===== config.mk =====
export PLATFORM = sky130hd
export DESIGN_NAME = video_timing_scaler
export DESIGN_NICKNAME = d
export VERILOG_FILES = /design/src/rtl/video_pkg.sv /design/src/rtl/video_axis_counter.sv /design/src/rtl/video_timing_scaler.sv
export SDC_FILE = /design/constraint.sdc
export NUM_CORES = 1
export LEC_CHECK = 0
export BUFFER_PORTS_ARGS = -buffer_cell sky130_fd_sc_hd__buf_4
export CAP_MARGIN = 20
export CORE_UTILIZATION = 44
export CTS_CLUSTER_DIAMETER = 40
export DETAILED_ROUTE_END_ITERATION = 8
export PLACE_DENSITY_LB_ADDON = 0.08
export SYNTH_ARGS = -nofsm -noshare
export SYNTH_HDL_FRONTEND = slang
export SYNTH_SLANG_ARGS = --single-unit

===== constraint.sdc =====
create_clock -name clk -period 6.7 [get_ports clk]
set_clock_uncertainty 0.15 [all_clocks]
set_input_delay 0.335 -clock clk [delete_from_list [all_inputs] [get_ports clk]]
set_output_delay 0.335 -clock clk [all_outputs]
set_load 0.01 [all_outputs]

===== src/rtl/video_pkg.sv =====
// Shared video timing constants, sync polarities and window helpers.
package video_pkg;

  localparam int VGA_H_DISPLAY = 640;
  localparam int VGA_H_FRONT   = 16;
  localparam int VGA_H_SYNC    = 96;
  localparam int VGA_H_BACK    = 48;
  localparam int VGA_V_DISPLAY = 480;
  localparam int VGA_V_FRONT   = 10;
  localparam int VGA_V_SYNC    = 2;
  localparam int VGA_V_BACK    = 33;

  localparam logic SYNC_ACT_LOW  = 1'b0;
  localparam logic SYNC_ACT_HIGH = 1'b1;

  localparam int SUB_W = 3;

  function automatic int win_off(input int disp, input int fac);
    if (fac < 1) return 0;
    return (disp - (disp / fac) * fac) / 2;
  endfunction

  function automatic int pos_w(input int disp, input int fac);
    int n;
    if (fac < 1) return 1;
    n = $clog2(disp / fac);
    return (n < 1) ? 1 : n;
  endfunction

endpackage


===== src/rtl/video_axis_counter.sv =====
// One timing axis: raw counter, sync/active decode and scaled
// window sub-counter plus logical position.
module video_axis_counter
  import video_pkg::*;
#(
  parameter int DISPLAY  = VGA_H_DISPLAY,
  parameter int FRONT    = VGA_H_FRONT,
  parameter int SYNC_LEN = VGA_H_SYNC,
  parameter int BACK     = VGA_H_BACK,
  parameter int FACTOR   = 4,
  parameter int CNT_W    = $clog2(DISPLAY + FRONT + SYNC_LEN + BACK),
  parameter int POS_W    = pos_w(DISPLAY, FACTOR)
) (
  input  logic             clk_i,
  input  logic             rst_ni,
  input  logic             adv_i,
  output logic [CNT_W-1:0] cnt_o,
  output logic             wrap_o,
  output logic             sync_o,
  output logic             active_o,
  output logic             in_win_o,
  output logic [SUB_W-1:0] sub_o,
  output logic [POS_W-1:0] pos_o
);

  localparam int TOTAL = DISPLAY + FRONT + SYNC_LEN + BACK;
  localparam int FAC   = (FACTOR < 1) ? 1 : FACTOR;
  localparam int LN    = DISPLAY / FAC;

  localparam logic [CNT_W-1:0] LAST_C = CNT_W'(TOTAL - 1);
  localparam logic [CNT_W-1:0] OFF_C  = CNT_W'(win_off(DISPLAY, FAC));
  localparam logic [CNT_W-1:0] WIN_C  = CNT_W'(LN * FAC);
  localparam logic [CNT_W-1:0] SYN_C  = CNT_W'(DISPLAY + FRONT);
  localparam logic [CNT_W-1:0] SLEN_C = CNT_W'(SYNC_LEN);
  localparam logic [CNT_W-1:0] DISP_C = CNT_W'(DISPLAY);
  localparam logic [SUB_W-1:0] SUB_MX = SUB_W'(FAC - 1);

  if (FACTOR < 1 || FACTOR > 8 || FACTOR > DISPLAY) begin : g_bad_factor
    $error("video_axis_counter: FACTOR %0d illegal (DISPLAY %0d)",
           FACTOR, DISPLAY);
  end

  logic [CNT_W-1:0] cnt_q, cnt_d;
  logic [SUB_W-1:0] sub_q, sub_d;
  logic [POS_W-1:0] pos_q, pos_d;
  logic             wrap;
  logic             nxt_in;

  assign wrap  = cnt_q == LAST_C;
  assign cnt_d = !adv_i ? cnt_q
               : (wrap ? '0 : cnt_q + CNT_W'(1));

  // Offset subtraction wraps below the base, so one compare covers both bounds.
  assign nxt_in   = (cnt_d - OFF_C) < WIN_C;
  assign in_win_o = (cnt_q - OFF_C) < WIN_C;
  assign sync_o   = (cnt_q - SYN_C) < SLEN_C;
  assign active_o = cnt_q < DISP_C;

  always_comb begin
    sub_d = sub_q;
    pos_d = pos_q;
    if (adv_i) begin
      if (cnt_d == OFF_C) begin
        sub_d = '0;
        pos_d = '0;
      end else if (nxt_in) begin
        if (sub_q == SUB_MX) begin
          sub_d = '0;
          pos_d = pos_q + POS_W'(1);
        end else begin
          sub_d = sub_q + SUB_W'(1);
        end
      end
    end
  end

  always_ff @(posedge clk_i or negedge rst_ni) begin
    if (!rst_ni) begin
      cnt_q <= '0;
      sub_q <= '0;
      pos_q <= '0;
    end else begin
      cnt_q <= cnt_d;
      sub_q <= sub_d;
      pos_q <= pos_d;
    end
  end

  assign cnt_o  = cnt_q;
  assign wrap_o = wrap;
  assign sub_o  = sub_q;
  assign pos_o  = pos_q;

endmodule


===== src/rtl/video_timing_scaler.sv =====
// VGA timing generator with independent integer H/V scaling and centred
// border; define VIDEO_SCANLINES_EN to blank the last line of each row.
module video_timing_scaler
  import video_pkg::*;
#(
  parameter int   H_DISPLAY = VGA_H_DISPLAY,
  parameter int   H_FRONT   = VGA_H_FRONT,
  parameter int   H_SYNC    = VGA_H_SYNC,
  parameter int   H_BACK    = VGA_H_BACK,
  parameter int   V_DISPLAY = VGA_V_DISPLAY,
  parameter int   V_FRONT   = VGA_V_FRONT,
  parameter int   V_SYNC    = VGA_V_SYNC,
  parameter int   V_BACK    = VGA_V_BACK,
  parameter int   H_FACTOR  = 4,
  parameter int   V_FACTOR  = 4,
  parameter logic SYNC_POL  = SYNC_ACT_LOW,
  localparam int  HPOS_W    = pos_w(H_DISPLAY, H_FACTOR),
  localparam int  VPOS_W    = pos_w(V_DISPLAY, V_FACTOR)
) (
  input  logic              clk,
  input  logic              reset,
  output logic              hsync,
  output logic              vsync,
  output logic              display_on,
  output logic              border,
  output logic [HPOS_W-1:0] hpos,
  output logic [VPOS_W-1:0] vpos,
  output logic              pix_strobe,
  output logic              row_strobe,
  output logic              frame_start
);

  localparam int H_CW = $clog2(H_DISPLAY + H_FRONT + H_SYNC + H_BACK);
  localparam int V_CW = $clog2(V_DISPLAY + V_FRONT + V_SYNC + V_BACK);

  logic [H_CW-1:0]   h_cnt;
  logic [V_CW-1:0]   v_cnt;
  logic [SUB_W-1:0]  h_sub, v_sub;
  logic [HPOS_W-1:0] h_pos;
  logic [VPOS_W-1:0] v_pos;
  logic h_wrap, h_sync, h_act, h_win;
  logic v_wrap, v_sync, v_act, v_win;
  logic mask, in_win;
  logic unused_v_wrap;

  video_axis_counter #(
    .DISPLAY(H_DISPLAY), .FRONT(H_FRONT), .SYNC_LEN(H_SYNC),
    .BACK(H_BACK), .FACTOR(H_FACTOR),
    .CNT_W(H_CW), .POS_W(HPOS_W)
  ) u_h (
    .clk_i(clk), .rst_ni(reset), .adv_i(1'b1),
    .cnt_o(h_cnt), .wrap_o(h_wrap), .sync_o(h_sync),
    .active_o(h_act), .in_win_o(h_win),
    .sub_o(h_sub), .pos_o(h_pos)
  );

  video_axis_counter #(
    .DISPLAY(V_DISPLAY), .FRONT(V_FRONT), .SYNC_LEN(V_SYNC),
    .BACK(V_BACK), .FACTOR(V_FACTOR),
    .CNT_W(V_CW), .POS_W(VPOS_W)
  ) u_v (
    .clk_i(clk), .rst_ni(reset), .adv_i(h_wrap),
    .cnt_o(v_cnt), .wrap_o(v_wrap), .sync_o(v_sync),
    .active_o(v_act), .in_win_o(v_win),
    .sub_o(v_sub), .pos_o(v_pos)
  );

  assign unused_v_wrap = v_wrap;
  assign in_win        = h_win && v_win;

`ifdef VIDEO_SCANLINES_EN
  if (V_FACTOR >= 2) begin : g_scan
    assign mask = v_sub == SUB_W'(V_FACTOR - 1);
  end else begin : g_noscan
    assign mask = 1'b0;
  end
`else
  assign mask = 1'b0;
`endif

  logic hsync_d, vsync_d, de_d, bd_d, ps_d, rs_d, fs_d;
  logic hsync_q, vsync_q, de_q, bd_q, ps_q, rs_q, fs_q;
  logic [HPOS_W-1:0] hpos_d, hpos_q;
  logic [VPOS_W-1:0] vpos_d, vpos_q;

  always_comb begin
    hsync_d = h_sync ? SYNC_POL : ~SYNC_POL;
    vsync_d = v_sync ? SYNC_POL : ~SYNC_POL;
    de_d    = in_win && !mask;
    bd_d    = h_act && v_act && !in_win;
    ps_d    = in_win && (h_sub == '0);
    rs_d    = ps_d && (h_pos == '0) && (v_sub == '0);
    fs_d    = (h_cnt == '0) && (v_cnt == '0);
    hpos_d  = h_pos;
    vpos_d  = v_pos;
  end

  always_ff @(posedge clk or negedge reset) begin
    if (!reset) begin
      hsync_q <= ~SYNC_POL;
      vsync_q <= ~SYNC_POL;
      de_q    <= 1'b0;
      bd_q    <= 1'b0;
      ps_q    <= 1'b0;
      rs_q    <= 1'b0;
      fs_q    <= 1'b0;
      hpos_q  <= '0;
      vpos_q  <= '0;
    end else begin
      hsync_q <= hsync_d;
      vsync_q <= vsync_d;
      de_q    <= de_d;
      bd_q    <= bd_d;
      ps_q    <= ps_d;
      rs_q    <= rs_d;
      fs_q    <= fs_d;
      hpos_q  <= hpos_d;
      vpos_q  <= vpos_d;
    end
  end

  assign hsync       = hsync_q;
  assign vsync       = vsync_q;
  assign display_on  = de_q;
  assign border      = bd_q;
  assign pix_strobe  = ps_q;
  assign row_strobe  = rs_q;
  assign frame_start = fs_q;
  assign hpos        = hpos_q;
  assign vpos        = vpos_q;

endmodule


After elaboration in Yosys (flattened, before gate mapping) --
Index checks and enable logic that the tools add are counted.
Word-level totals: RAM bits 0, memories kept 0, register bits 62, output and inout port bits 22, memory bits (read-only) 0, bits of input ports 2, logic and storage cells 68, bits in latches 0
Cells by class: multipliers 0, equality and inequality tests 4, add/sub/neg operators 8, bitwise logic cells 0, muxes and demuxes 17, reduce and logical (&&, ||, !) cells 19, shift-type cells 0, divide/modulo/power cells 0, order comparisons 6
Operators with widths (count):
- logical NOT 10 bit | 4
- 2-to-1 mux 10 bit | 3
- 2-to-1 mux 8 bit | 3
- 2-to-1 mux 7 bit | 3
- adder 10 x 1 -> 10 bit, second input constant | 2
- == test 10 bit, second input constant | 2
- less-than comparator 10 bit, second input constant | 2
- less-than comparator 10 x 9 -> 1 bit, second input constant | 2
- 2-to-1 mux 3 bit | 6
- less-than comparator 10 x 2 -> 1 bit, second input constant | 1
- less-than comparator 10 x 7 -> 1 bit, second input constant | 1
- subtractor 10 bit, second input constant | 1
- subtractor 10 x 9 -> 10 bit, second input constant | 1
- adder 8 x 1 -> 8 bit, second input constant | 1
- logical NOT 8 bit | 1
- nonzero test 2 bit | 4
- adder 7 x 1 -> 7 bit, second input constant | 1
- adder 3 x 1 -> 3 bit, second input constant | 2
- == test 3 x 2 -> 1 bit, second input constant | 2
- logical NOT 3 bit | 2
- logical AND 1 bit | 5
- AND reduction 2 bit | 2
- AND reduction 3 bit | 1
- 2-to-1 mux 1 bit | 2

Depth between registers and ports, before layout --
Gate-level depths: netlist of run 1.
depth after elaboration 6, gate-level depth with buffers 11

By module --
From an unflattened synthesis of run 1, not the netlist that was laid out.
Unflattened totals: cells, all modules 345, area total of the unflattened synthesis 3419.5 um^2
By module, submodules not included:
- video_axis_counter at u_v | seq. area each 500.5 um^2, instances 1, area an instance 1387.6 um^2, cells each 156
- video_axis_counter at u_h | seq. area each 525.5 um^2, instances 1, area an instance 1371.3 um^2, cells each 148
- video_timing_scaler | seq. area each 553.0 um^2, instances 1, area an instance 660.6 um^2, cells each 41

Worst setup path after synthesis of run 1 --
OpenSTA, ideal clock, no wires.
path type flip-flop to flip-flop, from register u_v.cnt_q[1] (netlist: u_v.cnt_o[1]), to register u_v.pos_q[3] (netlist: u_v.pos_o[3]), setup slack 4.039 ns, data required time 6.485 ns, buffers on the path 2, stages on the path, launching flop included 11, data arrival time 2.446 ns, clock period less this slack 2.661 ns, cells stage by stage dfrtp_1 -> ha_1 -> clkbuf_1 -> nand4_1 -> nor4_4 -> xnor2_1 -> and4b_2 -> nor4b_4 -> nor2b_4 -> buf_6 -> a31o_1
On the way: longest elaborated chain between the ends 6, elaborated cells between the ends (all ways) 10, those cells by class 1 x add/sub; 1 x order compare; 1 x eq/ne; 3 x mux; 4 x reduce/logical
RTL lines:
- from (decl) | line video_axis_counter.sv:43 | logic [CNT_W-1:0] cnt_q, cnt_d;
- from (signal assigned) | line video_axis_counter.sv:83 | cnt_q <= cnt_d;
- adder 10 x 1 -> 10 bit or == test 10 bit (tied branches) | line video_axis_counter.sv:51, video_axis_counter.sv:49
- 2-to-1 mux 10 bit | line video_axis_counter.sv:51 | : (wrap ? '0 : cnt_q + CNT_W'(1));
- 2-to-1 mux 10 bit (*) | line video_axis_counter.sv:50 | assign cnt_d = !adv_i ? cnt_q
- less-than comparator 10 x 9 -> 1 bit or logical NOT 10 bit (tied branches) | line video_axis_counter.sv:54, video_axis_counter.sv:63
- nonzero test 2 bit (no line)
- AND reduction 3 bit (no line)
- to (signal assigned) | line video_axis_counter.sv:85 | pos_q <= pos_d;
- to (decl) | line video_axis_counter.sv:45 | logic [POS_W-1:0] pos_q, pos_d;
Mark *: on every way between the ends. The rest lies on a longest branch, timed or not. A chain may end at the register's enable or synchronous reset.

Worst setup path after layout of run 1 --
from register u_h.cnt_q[5] (netlist: u_h.cnt_o[5]), to register u_v.pos_q[3] (netlist: u_v.pos_o[3])
On the way: longest elaborated chain between the ends 5, elaborated cells between the ends (all ways) 8, those cells by class 1 x order compare; 1 x eq/ne; 2 x mux; 4 x reduce/logical
RTL lines:
- from (decl) | line video_axis_counter.sv:43
- from (signal assigned) | line video_axis_counter.sv:83
- == test 10 bit (*) | line video_axis_counter.sv:49 | assign wrap = cnt_q == LAST_C;
- 2-to-1 mux 10 bit | line video_axis_counter.sv:50
- less-than comparator 10 x 9 -> 1 bit or logical NOT 10 bit (tied branches) | line video_axis_counter.sv:54, video_axis_counter.sv:63
- nonzero test 2 bit (no line)
- AND reduction 3 bit (no line)
Marks and branches as above.

==> results.md, run 1 <==
- Leakage dissipation: roughly 1.8 nW
- Synth top area cells: dfrtp_1 (42%), ha_1 (6.3%), nand3_1 (3.1%), nand2_1 (2.9%), nor2_1 (2.9%)
- RD Place Congestion: a little under 0.9
- FP Rows: 32
- Synth Warn #: 0
- Critical Path Source: u_h.cnt_o[5]$_DFF_PN0_
- Slack of the worst reg-to-reg path: 3.62 ns
- Worst-Margin Slew: 0.869 ns
- CP Capture Type: flip-flop
- Synth Area in XOR/XNOR: 3.94%
- Initial antenna violation count: 0
- Met1 Use GR: 24.7%
- Main combinational cell family by area after synthesis: simple AND/OR/NAND/NOR gates
- Clock Path Buffers: 2
- Area of the multi-input gates: 1800 um2
- Multiplexer share of the synthesized area: around 1.2%
- ANT cells: 0
- Core ar.: between 7000 and 8000 um2
- Simple-Gate Fraction of Synth Area: roughly a quarter
- PwrDens: 173 nW/um2
- CTS Buf Count: 9
- Start point of the worst hold path: u_h.pos_o[5]$_DFFE_PN0P_
- Reg clk slew, reported paths: around 0.07 ns
- Seq/Total Area, Yosys: 43.7%
- Worst slew margin: 41.9%
- Routed via count: 2649
- Most instantiated cells after synthesis: dfrtp_1 (60), nand2_1 (27), nor2_1 (27)
- Cell count after synthesis: between 300 and 400
- WL final: 6890 um
- TNS Setup: 0 ns
- DR vias/cell: 5.48
- RSZ-0062 raised after global routing: false
- RR Endpoint: u_v.pos_o[3]$_DFFE_PN0P_
- Grt met2 use: 26.2%
- Count leader, synth: dfrtp_1
- Reg2Reg Depth: 9
- DRT Pass-1 Iters: 4
- Yosys reg bits: 62
- Largest net degree at the start of global routing: 63
- Die ar.: 8440 um2
- Ys flop type: dfrtp_1
- Final Hold Vio Count: 0
- Startpoint types: flip-flop
- GR Layer Usage met3: under 10%
- Placed insts: 467
- Fillers: 749
- HPWL after DPL: 4670 um
- Worst EP required: ~7 ns
- Clock H-tree levels: 3
- IO Count: 24
- Clock Latency Late Sink: between 0.3 and 0.4 ns
- Post-Syn Area per Cell: 9.79 um2
- Die width: approximately 90 um
- Cell taking the most area after synthesis: dfrtp_1
- Net Count, Synth: 383
- Grt ovf: 0
- Worst Hold Class: reg2reg
- Area added between synthesis and finish: 10.5%
- Crit Path Class: reg2reg
- Tot GR Track Use: 17.5%
- Final #Nets: 397
- Clock Root Buffer: clkbuf_8
- Layout cell share with drive strength beyond 1: 16.5%
- Max Freq: between 300 and 400 MHz
- Final setup viols: 0
- Initial DRC Count: 110
- DRC Markers: 0
- Register Area: 1550 um2
- Final min period: about 3 ns
- Clk sinks: 62
- TritonCTS clock tree: built
- CP Capture Point: u_v.pos_o[3]$_DFFE_PN0P_
- Maximum net fanout on the critical path: 9
- Compound-gate portion of the synthesized area: between 10% and 20%
- Max-slew violations: 0
- Post-synthesis adder-cell area fraction: 6.62%
- Period utilisation layout: roughly 46%
- RR Startpoint: u_h.cnt_o[5]$_DFF_PN0_
- Maximum vdd drop: 0.0963 mV
- DR WL/cell: roughly 14 um
- Number of buffers added on ports: 22
- Initial cell density of the core: 45.7%
- Die H: approximately 92 um
- Synth top area share: 42.3%
- Max-cap viol count: 0
- Final ANT Viol Nets: 0
- Vias in the first global route: roughly 2400
- Arr. time, crit path: 3.20 ns
- Outcome: completed
- Distinct cells, synth: 66
- Post-Synthesis Cell Area: 3550 um2
- EDFF count, synth: 0
- Asr flop ratio synth: 100%
- Non-filler cells, final: 483
- Most Crowded Layer GR: met2
- First-pass GRT wire length: between 10000 and 15000 um
==> worst min-delay path by stage <==
stage                           endpoint  slack (ns)  cells past startpoint
detailed placement     hpos[5]$_DFF_PN0_        0.25                      0
global placement       hpos[5]$_DFF_PN0_        0.23                      0
floorplan           display_on$_DFF_PN0_       -0.11                      0
CTS                    hpos[5]$_DFF_PN0_        0.27                      0
global route           vpos[6]$_DFF_PN0_        0.29                      0
finish                 hpos[5]$_DFF_PN0_        0.27                      0
==> sequential cells by signal (all words and copies together) (netlist names), 3 cells and up <==
register   count
u_v.pos_o      7
u_h.cnt_o     10
hpos           8
vpos           7
u_h.pos_o      8
u_v.sub_o      3
u_h.sub_o      3
u_v.cnt_o     10
==> power by group <==
part | switching [mW] | internal, mW
Combinational | 0.00717 | 0.000759
Clock | 0.145 | 0.152
Sequential | 0 | 0.374
Total | 0.152 | 0.527
==> worst max-delay path: stages (launching register included) <==
cell and delay (ns):
dfrtp_1 0.42, inv_1 0.12, ha_1 0.27, nand4_4 0.19, nor4_4 0.36, xnor2_1 0.20
and4b_2 0.29, nor4b_4 0.47, nor2b_4 0.36, a31o_1 0.18
==> through the flow <==
stage / hold WS [ns] / utilization, % / setup WS [ns] / total power [mW] / instance area, um2
after floorplan: -0.111 / - / 4.04 / 0.382 / 3550
after global placement: 0.235 / 48.2 / 3.69 / 0.390 / 3740
after detailed placement: 0.252 / 48.2 / 3.67 / 0.390 / 3740
after CTS: 0.271 / 50.5 / 3.64 / 0.692 / 3930
after global routing: 0.289 / 50.5 / 3.38 / 0.708 / 3930
final: 0.268 / 50.5 / 3.62 / 0.679 / 3930
==> placed cells by master, fill, tap and decap left out, types with 4 or more instances in the layout <==
cell type,count
a21oi_1,11
a22o_1,4
and2_1,6
and3_1,6
buf_4,22
clkbuf_8,11
dfrtp_1,60
ha_1,18
inv_1,26
nand2_1,27
nand3_1,22
nand4_1,10
nor2_1,27
nor2b_1,6
nor3_1,10
nor4_1,4
o21ai_0,14
o22ai_1,4
o31ai_1,6
or3_1,5
xnor2_1,6
xor2_1,10
==> routing by layer <==
layer / vias to the layer above / share of wire (%)
li1: 1311 / -
met1: 1279 / 51
met2: 50 / 45
met3: 9 / 3.6
met4: 0 / 1.0
met5: - / 0
==> final cells by class <==
class                           instances  share of cell area, %
Sequential cell                        62                   39.6
Inverter                               26                   2.49
Timing Repair Buffer                   23                   4.46
Clock buffer                           12                   3.95
Clock inverter                          3                  0.510
Multi-Input combinational cell        255                   45.8
Tap cell                              102                   3.25
==> kinds of logic (layout without fill, tap and decap cells) <==
family / count (synthesis) / count (layout)
compound gates: 63 / 63
xor+xnor: 16 / 16
fa+ha+maj: 19 / 19
buf+inv: 46 / 64
flops: 62 / 62
mux: 4 / 4
other cells: 1 / 1
simple gates: 152 / 152
==> what timing repair did <==
action                    CTS  global route
resized for setup           0             0
hold endpoints to repair   60             0
hold buffers                1             0
buffers inserted            0             0
No activity file was read; power rests on OpenSTA's default activity.
==> inputs of run 2 (changes only) <==
==> constraint.sdc (replaced) <==
create_clock -name clk -period 2.7 [get_ports clk]
set_clock_uncertainty 0.15 [all_clocks]
set_input_delay 0.135 -clock clk [delete_from_list [all_inputs] [get_ports clk]]
set_output_delay 0.135 -clock clk [all_outputs]
set_load 0.01 [all_outputs]
==> results.md, run 2 (synthesized netlist as in run 1, its figures left out) <==
- Outcome: completed
- Hold depth: 0
- Final ANT Viol Nets: 0
- Maximum net fanout on the critical path: 7
- TNS Setup: 0 ns
- Final min period: 2.58 ns
- Clock Path Buffers: 2
- Tot GR Track Use: 19.7%
- Period utilisation layout: about 96%
- Crit Path Class: reg2reg
- GR Layer Usage met3: 4.89%
- Initial cell density of the core: 45.7%
- RD Place Congestion: 0.851
- Worst-Margin Slew: between 0.7 and 0.8 ns
- Met1 Use GR: 26.7%
- Worst slew margin: 46.7%
- DR WL/cell: roughly 15 um
- Final #Nets: 429
- HPWL after DPL: 5290 um
- Max Freq: ~390 MHz
- Clock Latency Late Sink: 0.35 ns
- Fillers: 701
- Layout cell share with drive strength beyond 1: about a quarter
- Reg2Reg Depth: 10
- Die ar.: 8440 um2
- Most Crowded Layer GR: met2
- CTS Buf Count: 9
- ANT cells: 0
- Grt met2 use: 30.0%
- Reg clk slew, reported paths: 0.07 ns
- Arr. time, crit path: 2.67 ns
- DR vias/cell: between 5 and 6
- Maximum vdd drop: between 0.2 and 0.3 mV
- Worst EP required: 2.79 ns
- IO Count: 24
- Number of buffers added on ports: 22
- RSZ-0062 raised after global routing: true
- WL final: about 7600 um
- Grt ovf: 0
- Die H: 91.9 um
- Area added between synthesis and finish: 19.6%
- Initial DRC Count: 111
- Clock H-tree levels: 3
- Startpoint types: flip-flop
- Max-cap viol count: 0
- Leakage dissipation: 2.04 nW
- CP Capture Type: flip-flop
- Final setup viols: 0
- Largest net degree at the start of global routing: 63
- Core ar.: slightly below 8000 um2
- First-pass GRT wire length: 12800 um
- Commonest non-fill, non-tap cell in the layout: dfrtp_1
- Max-slew violations: 0
- FP Rows: 32
- Worst Hold Class: reg2reg
- Initial antenna violation count: 0
- Clock Root Buffer: clkbuf_8
- Clk sinks: 62
- Die width: 91.9 um
- TritonCTS clock tree: built
- PwrDens: 435 nW/um2
- DRC Markers: 0
- Final Hold Vio Count: 0
- Hold_ws: approximately 0.25 ns
- Vias in the first global route: 2669
- DRT Pass-1 Iters: 4
- Most frequent cells in the layout: dfrtp_1 (58), buf_4 (53), nand2_1 (27)
- Routed via count: ~2800
## run 2: cell count changes in the layout (fill, tap and decap cells not counted), sizes merged
cell | before | now
buf | 22 | 53
bufinv | 0 | 2
clkbuf | 12 | 10
clkinv | 1 | 3
clkinvlp | 2 | 1
nor2b | 7 | 8
## run 2: final cells by class
cell class	count	area, um2	share of cell area [%]
clock inverter	6	86.3	2.03
multi-input combinational	256	1850	43.5
inverter	26	97.6	2.30
sequential	62	1560	36.6
timing repair buffer	54	408	9.59
clock buffer	10	128	3.00
tap	102	128	3.00
## run 2: worst paths after layout
path                                                from                        to  slack, ns
worst max-delay path              u_h.cnt_o[5]$_DFF_PN0_  u_v.pos_o[3]$_DFFE_PN0P_       0.12
worst min-delay path            u_h.pos_o[5]$_DFFE_PN0P_         hpos[5]$_DFF_PN0_       0.25
worst max register to register    u_h.cnt_o[5]$_DFF_PN0_  u_v.pos_o[3]$_DFFE_PN0P_       0.12
worst min register to register  u_h.pos_o[5]$_DFFE_PN0P_         hpos[5]$_DFF_PN0_       0.25
max in group asynchronous                          reset    u_h.cnt_o[2]$_DFF_PN0_       1.58
min in group asynchronous                          reset    u_v.cnt_o[0]$_DFF_PN0_       0.27
## run 2: critical path, stage by stage (launching register included)
cell     delay, ns
dfrtp_1       0.39
inv_1         0.12
ha_4          0.17
nand4_4       0.18
nor4_4        0.31
xor2_1        0.13
and4b_2       0.26
nor4b_4       0.30
buf_4         0.21
o22ai_1       0.08
a31o_1        0.18
## run 2: where the power goes
group	switching, mW	internal [mW]
clock network	0.384	0.518
registers	0	0.928
logic	0.0185	0.00188
## run 2: timing repair
| action | CTS | global route |
|---|---|---|
| hold buffers | 1 | 0 |
| endpoints found under the hold margin | 60 | 0 |
| setup buffers | 0 | 1 |
| resized for setup | 0 | 9 |
| setup endpoints to repair | 0 | 21 |
## run 2: stage by stage
step                      util, %  cells  setup WS [ns]  total power, mW  cell area [um2]
after floorplan                 -    363         0.0390            0.948             3550
after CTS                    53.9    514         0.0358             1.87             4190
after global routing         54.7    516        0.00126             1.92             4250
after detailed placement     51.1    497         0.0752            0.967             3970
final                        54.7    516          0.121             1.85             4250
after global placement       51.1    497         0.0467            0.967             3970
## run 2: routing by layer
metal | up-vias | routed length [um]
met5 | - | 0
met4 | 0 | 108
met3 | 10 | 361
met2 | 65 | 3400
met1 | 1339 | 3680
li1 | 1377 | -
